### config.mk
export PLATFORM = sky130hd
export DESIGN_NAME = gate_reduce_acc
export DESIGN_NICKNAME = d
export VERILOG_FILES = /design/src/rtl/gate_reduce_pkg.sv /design/src/rtl/gate_reduce_comb.sv /design/src/rtl/gate_reduce_acc.sv
export SDC_FILE = /design/constraint.sdc
export NUM_CORES = 1
export LEC_CHECK = 0
export ABC_CLOCK_PERIOD_IN_PS = 5000
export CAP_MARGIN = 20
export CORE_ASPECT_RATIO = 1.25
export CORE_MARGIN = 1.5
export CORE_UTILIZATION = 50
export DETAILED_ROUTE_END_ITERATION = 8
export PLACE_DENSITY = 0.8
export SYNTH_ARGS = -nofsm -noshare
export SYNTH_HDL_FRONTEND = slang
export SYNTH_SLANG_ARGS = --single-unit
export TNS_END_PERCENT = 10
### constraint.sdc
create_clock -name clk -period 5 [get_ports clk]
set_input_delay 0.5 -clock clk [delete_from_list [all_inputs] [get_ports clk]]
set_output_delay 0.5 -clock clk [all_outputs]
set_load 0.02 [all_outputs]
### src/rtl/gate_reduce_pkg.sv
// Shared definitions for the gate-reduce accumulator.
//   - Op encodings for the per-beat reduction select.
//   - FSM state type for the frame controller.
//   - Helpers giving the per-op identity value and accumulate step.
package gate_reduce_pkg;

  localparam logic [1:0] OpAnd  = 2'd0;
  localparam logic [1:0] OpOr   = 2'd1;
  localparam logic [1:0] OpXor  = 2'd2;
  localparam logic [1:0] OpNand = 2'd3;

  typedef enum logic [1:0] {
    StIdle = 2'd0,
    StAcc  = 2'd1,
    StHold = 2'd2
  } state_e;

  // Starting accumulator value: 1 for AND/NAND, 0 for OR/XOR.
  function automatic logic op_identity(input logic [1:0] op);
    return (op == OpOr || op == OpXor) ? 1'b0 : 1'b1;
  endfunction

  // Fold one reduced beat into the running accumulator.
  // NAND accumulates as AND; the inversion is applied on the way out.
  function automatic logic op_combine(input logic [1:0] op, input logic acc, input logic red);
    logic res;
    unique case (op)
      OpOr:    res = acc | red;
      OpXor:   res = acc ^ red;
      default: res = acc & red;
    endcase
    return res;
  endfunction

endpackage

### src/rtl/gate_reduce_comb.sv
// Per-beat combinational reducer.
//   op   : reduction select (AND, OR, XOR, NAND)
//   data : beat operand bits
//   red  : single-bit reduction of data; NAND reduces as AND (no inversion here)
module gate_reduce_comb
  import gate_reduce_pkg::*;
#(
  parameter int unsigned WIDTH = 5
) (
  input  logic [1:0]       op,
  input  logic [WIDTH-1:0] data,
  output logic             red
);

  always_comb begin
    red = 1'b0;
    unique case (op)
      OpAnd:   red = &data;
      OpOr:    red = |data;
      OpXor:   red = ^data;
      OpNand:  red = &data;
      default: red = 1'b0;
    endcase
  end

endmodule

### src/rtl/gate_reduce_acc.sv
// Frame-level gate reduction accumulator.
// Accepts a frame of beats over a valid/ready input, reduces each beat with the
// op latched on the first beat, folds the results together, and presents one
// result per frame over a valid/ready output along with a saturating beat count.
//   clk, rst           : clock, asynchronous active-high reset
//   op                 : reduction select, sampled on the first beat of a frame
//   in_valid/in_ready  : input beat handshake
//   in_data, in_last   : beat operand and end-of-frame marker
//   out_valid/out_ready: result handshake
//   out_data           : reduced frame result
//   out_beats, out_ovf : accepted beat count (saturating) and saturation flag
module gate_reduce_acc
  import gate_reduce_pkg::*;
#(
  parameter int unsigned WIDTH = 5,
  parameter int unsigned CNT_W = 8
) (
  input  logic             clk,
  input  logic             rst,
  input  logic [1:0]       op,
  input  logic             in_valid,
  output logic             in_ready,
  input  logic [WIDTH-1:0] in_data,
  input  logic             in_last,
  output logic             out_valid,
  input  logic             out_ready,
  output logic             out_data,
  output logic [CNT_W-1:0] out_beats,
  output logic             out_ovf
);

  localparam logic [CNT_W-1:0] CntMax = '1;
  localparam logic [CNT_W-1:0] CntOne = CNT_W'(1);

  state_e           state_q, state_d;
  logic [1:0]       op_q, op_d;
  logic             acc_q, acc_d;
  logic [CNT_W-1:0] cnt_q, cnt_d;
  logic             ovf_q, ovf_d;

  logic             beat_fire;
  logic             first_beat;
  logic [1:0]       op_sel;
  logic             acc_base;
  logic [CNT_W-1:0] cnt_base;
  logic             ovf_base;
  logic             beat_red;

  // A frame starts on any beat accepted in IDLE; that beat seeds op, accumulator
  // and counters instead of continuing from the stored values.
  assign first_beat = (state_q == StIdle);
  assign op_sel     = first_beat ? op : op_q;
  assign acc_base   = first_beat ? op_identity(op) : acc_q;
  assign cnt_base   = first_beat ? '0 : cnt_q;
  assign ovf_base   = first_beat ? 1'b0 : ovf_q;

  gate_reduce_comb #(
    .WIDTH(WIDTH)
  ) u_reduce (
    .op  (op_sel),
    .data(in_data),
    .red (beat_red)
  );

  always_comb begin
    state_d   = state_q;
    op_d      = op_q;
    acc_d     = acc_q;
    cnt_d     = cnt_q;
    ovf_d     = ovf_q;
    in_ready  = (state_q != StHold);
    beat_fire = in_valid && in_ready;

    unique case (state_q)
      StIdle, StAcc: begin
        if (beat_fire) begin
          op_d  = op_sel;
          acc_d = op_combine(op_sel, acc_base, beat_red);
          if (cnt_base == CntMax) begin
            cnt_d = cnt_base;
            ovf_d = 1'b1;
          end else begin
            cnt_d = cnt_base + CntOne;
            ovf_d = ovf_base;
          end
          state_d = in_last ? StHold : StAcc;
        end
      end
      StHold: begin
        // in_ready is low here, so nothing is accepted in the handshake cycle.
        if (out_ready) state_d = StIdle;
      end
      default: state_d = StIdle;
    endcase
  end

  always_ff @(posedge clk or posedge rst) begin
    if (rst) begin
      state_q <= StIdle;
      op_q    <= OpAnd;
      acc_q   <= 1'b1;
      cnt_q   <= '0;
      ovf_q   <= 1'b0;
    end else begin
      state_q <= state_d;
      op_q    <= op_d;
      acc_q   <= acc_d;
      cnt_q   <= cnt_d;
      ovf_q   <= ovf_d;
    end
  end

  // Result fields read as zero outside HOLD so reset and idle show a clean bus.
  always_comb begin
    out_valid = (state_q == StHold);
    out_data  = out_valid & (acc_q ^ (op_q == OpNand));
    out_beats = out_valid ? cnt_q : '0;
    out_ovf   = out_valid & ovf_q;
  end

endmodule

==> key figures <==
Run status
  – Outcome: complete, no violations

Synth
  – Post-synth EDFFs: 0
  – Simple-gate portion of the synthesized area: 0.2410
  – Syn_nets: 137
  – Synth Area in XOR/XNOR: 0.02530
  – Largest family of logic cells by synthesized area: simple AND/OR/NAND/NOR gates
  – Post-synthesis cell type count: 38
  – Post-synthesis cell count: 116
  – Synth warn: 0
  – Top FF cell, synth: dfrtp_1
  – Post-Synth Adder-Cell Area: 0.1084
  – Asr flop ratio synth: 1.000
  – Mean Syn Cell Area: 8.953 sq um
  – Seq/Total Area, Yosys: 0.3386
  – Mapped cell area: 1038 sq um
  – Post-synthesis register bit count: 14
  – Mux contribution to synthesized area: 0.04217
  – Synth Area in Compound Gates: 0.1976

Power
  – Clk pwr share: 0.174
  – Cell Int Power: 245.7 uW
  – PD cells: 297.1 nW/um^2
  – LEAKAGE: 0.5793 nW
  – Worst IR drop on VDD: 202.3 uV
  – Sw Ratio: 0.3682
  – Flop pwr share: 0.426
  – Combinational power share: 0.399
  – P_sw: 143.2 uW

Route
  – Vias: 930
  – Via density: 5.813
  – Total Wirelength: 2190 um
  – Drt first pass iters: 4
  – Drc violations: 0
  – Avg WL per Cell: 13.69 um
  – Number of DRC markers in iteration 0: 21
  – ANT nets after route: 0

Setup path
  – Slowest-stage cell, CP: nor2_1
  – Critical Path Sink: acc_q
  – Reg2reg path depth: 9
  – R2R setup slack: 2110 ps
  – CP arrival: 3090 ps
  – Levels on crit path: 9
  – Crit. End Element: flop
  – CP Cell Sequence: nor2_1, mux2i_1, ha_1, a32oi_1, nor2b_1, o31ai_1, ha_1, a221oi_1, o31ai_1
  – Kind of critical path: reg -> reg
  – Buffers & Inverters on Critical Path: 0
  – Critical Path RT: 5200 ps
  – RR Endpoint: acc_q
  – CP Launch Type: flop
  – CP max stage delay: 500 ps
  – Critical Path Start: state_q[1]
  – RR Startpoint: state_q[1]
  – Cell family with most CP delay: compound AO/OA/AOI/OAI gates
  – Crit path max fanout: 10

Die
  – Ports: 24
  – Starting Density: 0.5300
  – Vert. Die Dim: 53.96 um
  – Die Width: 43.76 um
  – Die ar.: 2361 sq um
  – Core Rows: 18
  – Core Area: 1959 sq um

Layout
  – Util after Layout: 0.6679
  – Layout area overhead: 26.02%
  – Footprint of the multi-input gates: 638.1 sq um
  – Ant. Diodes: 0
  – Layout cells sized above 1: 0.07143
  – Layout Nets: 162
  – FF/Latch Area: 351.6 sq um
  – Final-layout fill cell count: 167

Placement
  – Pre-CTS setup slack: 2159 ps
  – HPWL after detailed placement: 1704 um
  – Gp weighted congestion: 0.7637
  – Port Buf Inserts: 23

STA
  – Slew @ Worst Pin: 644.9 ps
  – Crit share post-route: 0.5782
  – Clock Skew: 3.355 ps
  – RSZ-0062 raised after global routing: false
  – Final setup fails: 0
  – Final count of pins violating max slew: 0
  – FMAX: 345.9 MHz
  – Final period demand of the worst path: 2891 ps
  – Setup TNS: 0 ps
  – Worst slew margin: 0.5692
  – Final Hold Viols: 0
  – Min setup slack post-route: 2109 ps

Global routing
  – Vias in the first global route: 881
  – GRT met1 Usage: 0.2343
  – M3 GR Usage: 0.02013
  – GRT Resource Usage Total: 0.2131
  – GRT Residual Overflow: 0
  – Met2 GRT Util: 0.4093
  – Largest net degree at the start of global routing: 15
  – Initial antenna violation count: 0
  – Global-route wire length before repair: 3712 um
  – Gr busiest metal: met2

Clock network
  – Cts hold-fix bufs: 0
  – PostCTS Resize Cnt: 0
  – Root buffer cell: clkbuf_4
  – CTS tree: yes
  – Clock buffer depth: 2
  – H-tree levels: 1
  – Post-CTS Setup Repair Bufs: 0
  – CTS Buf Count: 3
  – Clock-pin slew on the worst setup and hold paths: 80 ps
  – CTS Sinks: 14
  – Clock latency on the worst-skew pair: 280 ps

Hold path
  – Hold crit path type: reg -> reg
  – Hold Startpoint: ovf_q

Job
  – Number of max-cap violations: 0
[how the worst min path moves through the flow]
stage	to	slack [ps]	cells after the start
after floorplan	cnt_q[0]	390	1
after global placement	ovf_q	460	2
after detailed placement	ovf_q	460	2
after CTS	ovf_q	480	2
after global routing	ovf_q	490	2
final	ovf_q	480	2
[synth_stat cells (2+ instances only)]
library cell	number	share of area
clkbuf_1	3	0.011
nor2_1	6	0.022
a21oi_1	5	0.024
dfrtp_1	13	0.31
nor3b_1	2	0.014
o31ai_1	3	0.022
inv_1	10	0.036
nor2b_1	3	0.018
xor2_1	2	0.017
nor4b_1	2	0.017
nand3_1	2	0.0096
o21ai_0	6	0.029
nand2_1	10	0.036
a31oi_1	3	0.018
a41oi_1	2	0.017
nand2b_1	2	0.012
mux2_2	3	0.033
and2_1	11	0.066
ha_1	9	0.11
[layout make-up]
type | count | share of cell area
repair buffers | 23 | 0.1759
clock buffers | 4 | 0.02008
flip-flops and latches | 14 | 0.2686
well taps | 20 | 0.01912
multi-input cells | 89 | 0.4876
inverters | 10 | 0.02868
[registers in the layout (all words and copies together) (netlist names)]
signal and count:
cnt_q 8, op_q 2, state_q 2, acc_q 1, ovf_q 1
[metal layers]
layer | routed length (um) | vias to the layer above | part of all wire
met5 | 0 | - | 0
met3 | 72 | 5 | 0.033
met2 | 1158 | 21 | 0.53
li1 | - | 469 | -
met1 | 912 | 435 | 0.42
met4 | 46 | 0 | 0.021
[cell usage in the layout, fill, tap and decap left out, types with 2 or more instances in the layout]
cell,netlist,routed
a21oi_1,5,5
a31oi_1,3,3
a41oi_1,2,2
and2_1,11,11
clkbuf_4,0,3
clkdlybuf4s50_1,0,23
dfrtp_1,13,13
ha_1,9,9
inv_1,10,10
mux2_2,3,3
nand2_1,10,10
nand2b_1,2,2
nand3_1,2,2
nor2_1,6,6
nor2b_1,3,3
nor3b_1,2,2
nor4b_1,2,2
o21ai_0,6,6
o31ai_1,3,3
xor2_1,2,2
[logic make-up after synthesis]
group,count (synthesis)
mux,4
xor+xnor,3
simple gates,44
flops,14
buf+inv,13
compound gates,29
fa+ha+maj,9
[stage by stage]
step	hold slack, ps	power, mW	std cells	instance area (sq um)
floorplan	388.5	0.2734	116	1039
global placement	464.7	0.3135	156	1282
detailed placement	462.6	0.3224	156	1282
CTS	481.4	0.3921	160	1309
global route	493.6	0.4209	160	1309
finish	476.3	0.3889	160	1309
[power by group through the flow]
stage	logic (mW)	registers (mW)	clock network (mW)
2_1_floorplan	0.112	0.161	0
3_5_place_dp	0.155	0.167	0
6_report	0.155	0.166	0.0677
3_3_place_gp	0.148	0.166	0
5_1_grt	0.176	0.170	0.0752
4_1_cts	0.157	0.165	0.0703
[worst register-to-register path, delay by kind of cell, from the launching register on]
kind                       cells  cell delay, ps
DFF                            1             450
adders and majority gates      2             570
muxes                          1             310
AOI/OAI and AO/OA              4             880
and+or+nand+nor                2             580
(Power assumes the default switching activity.)
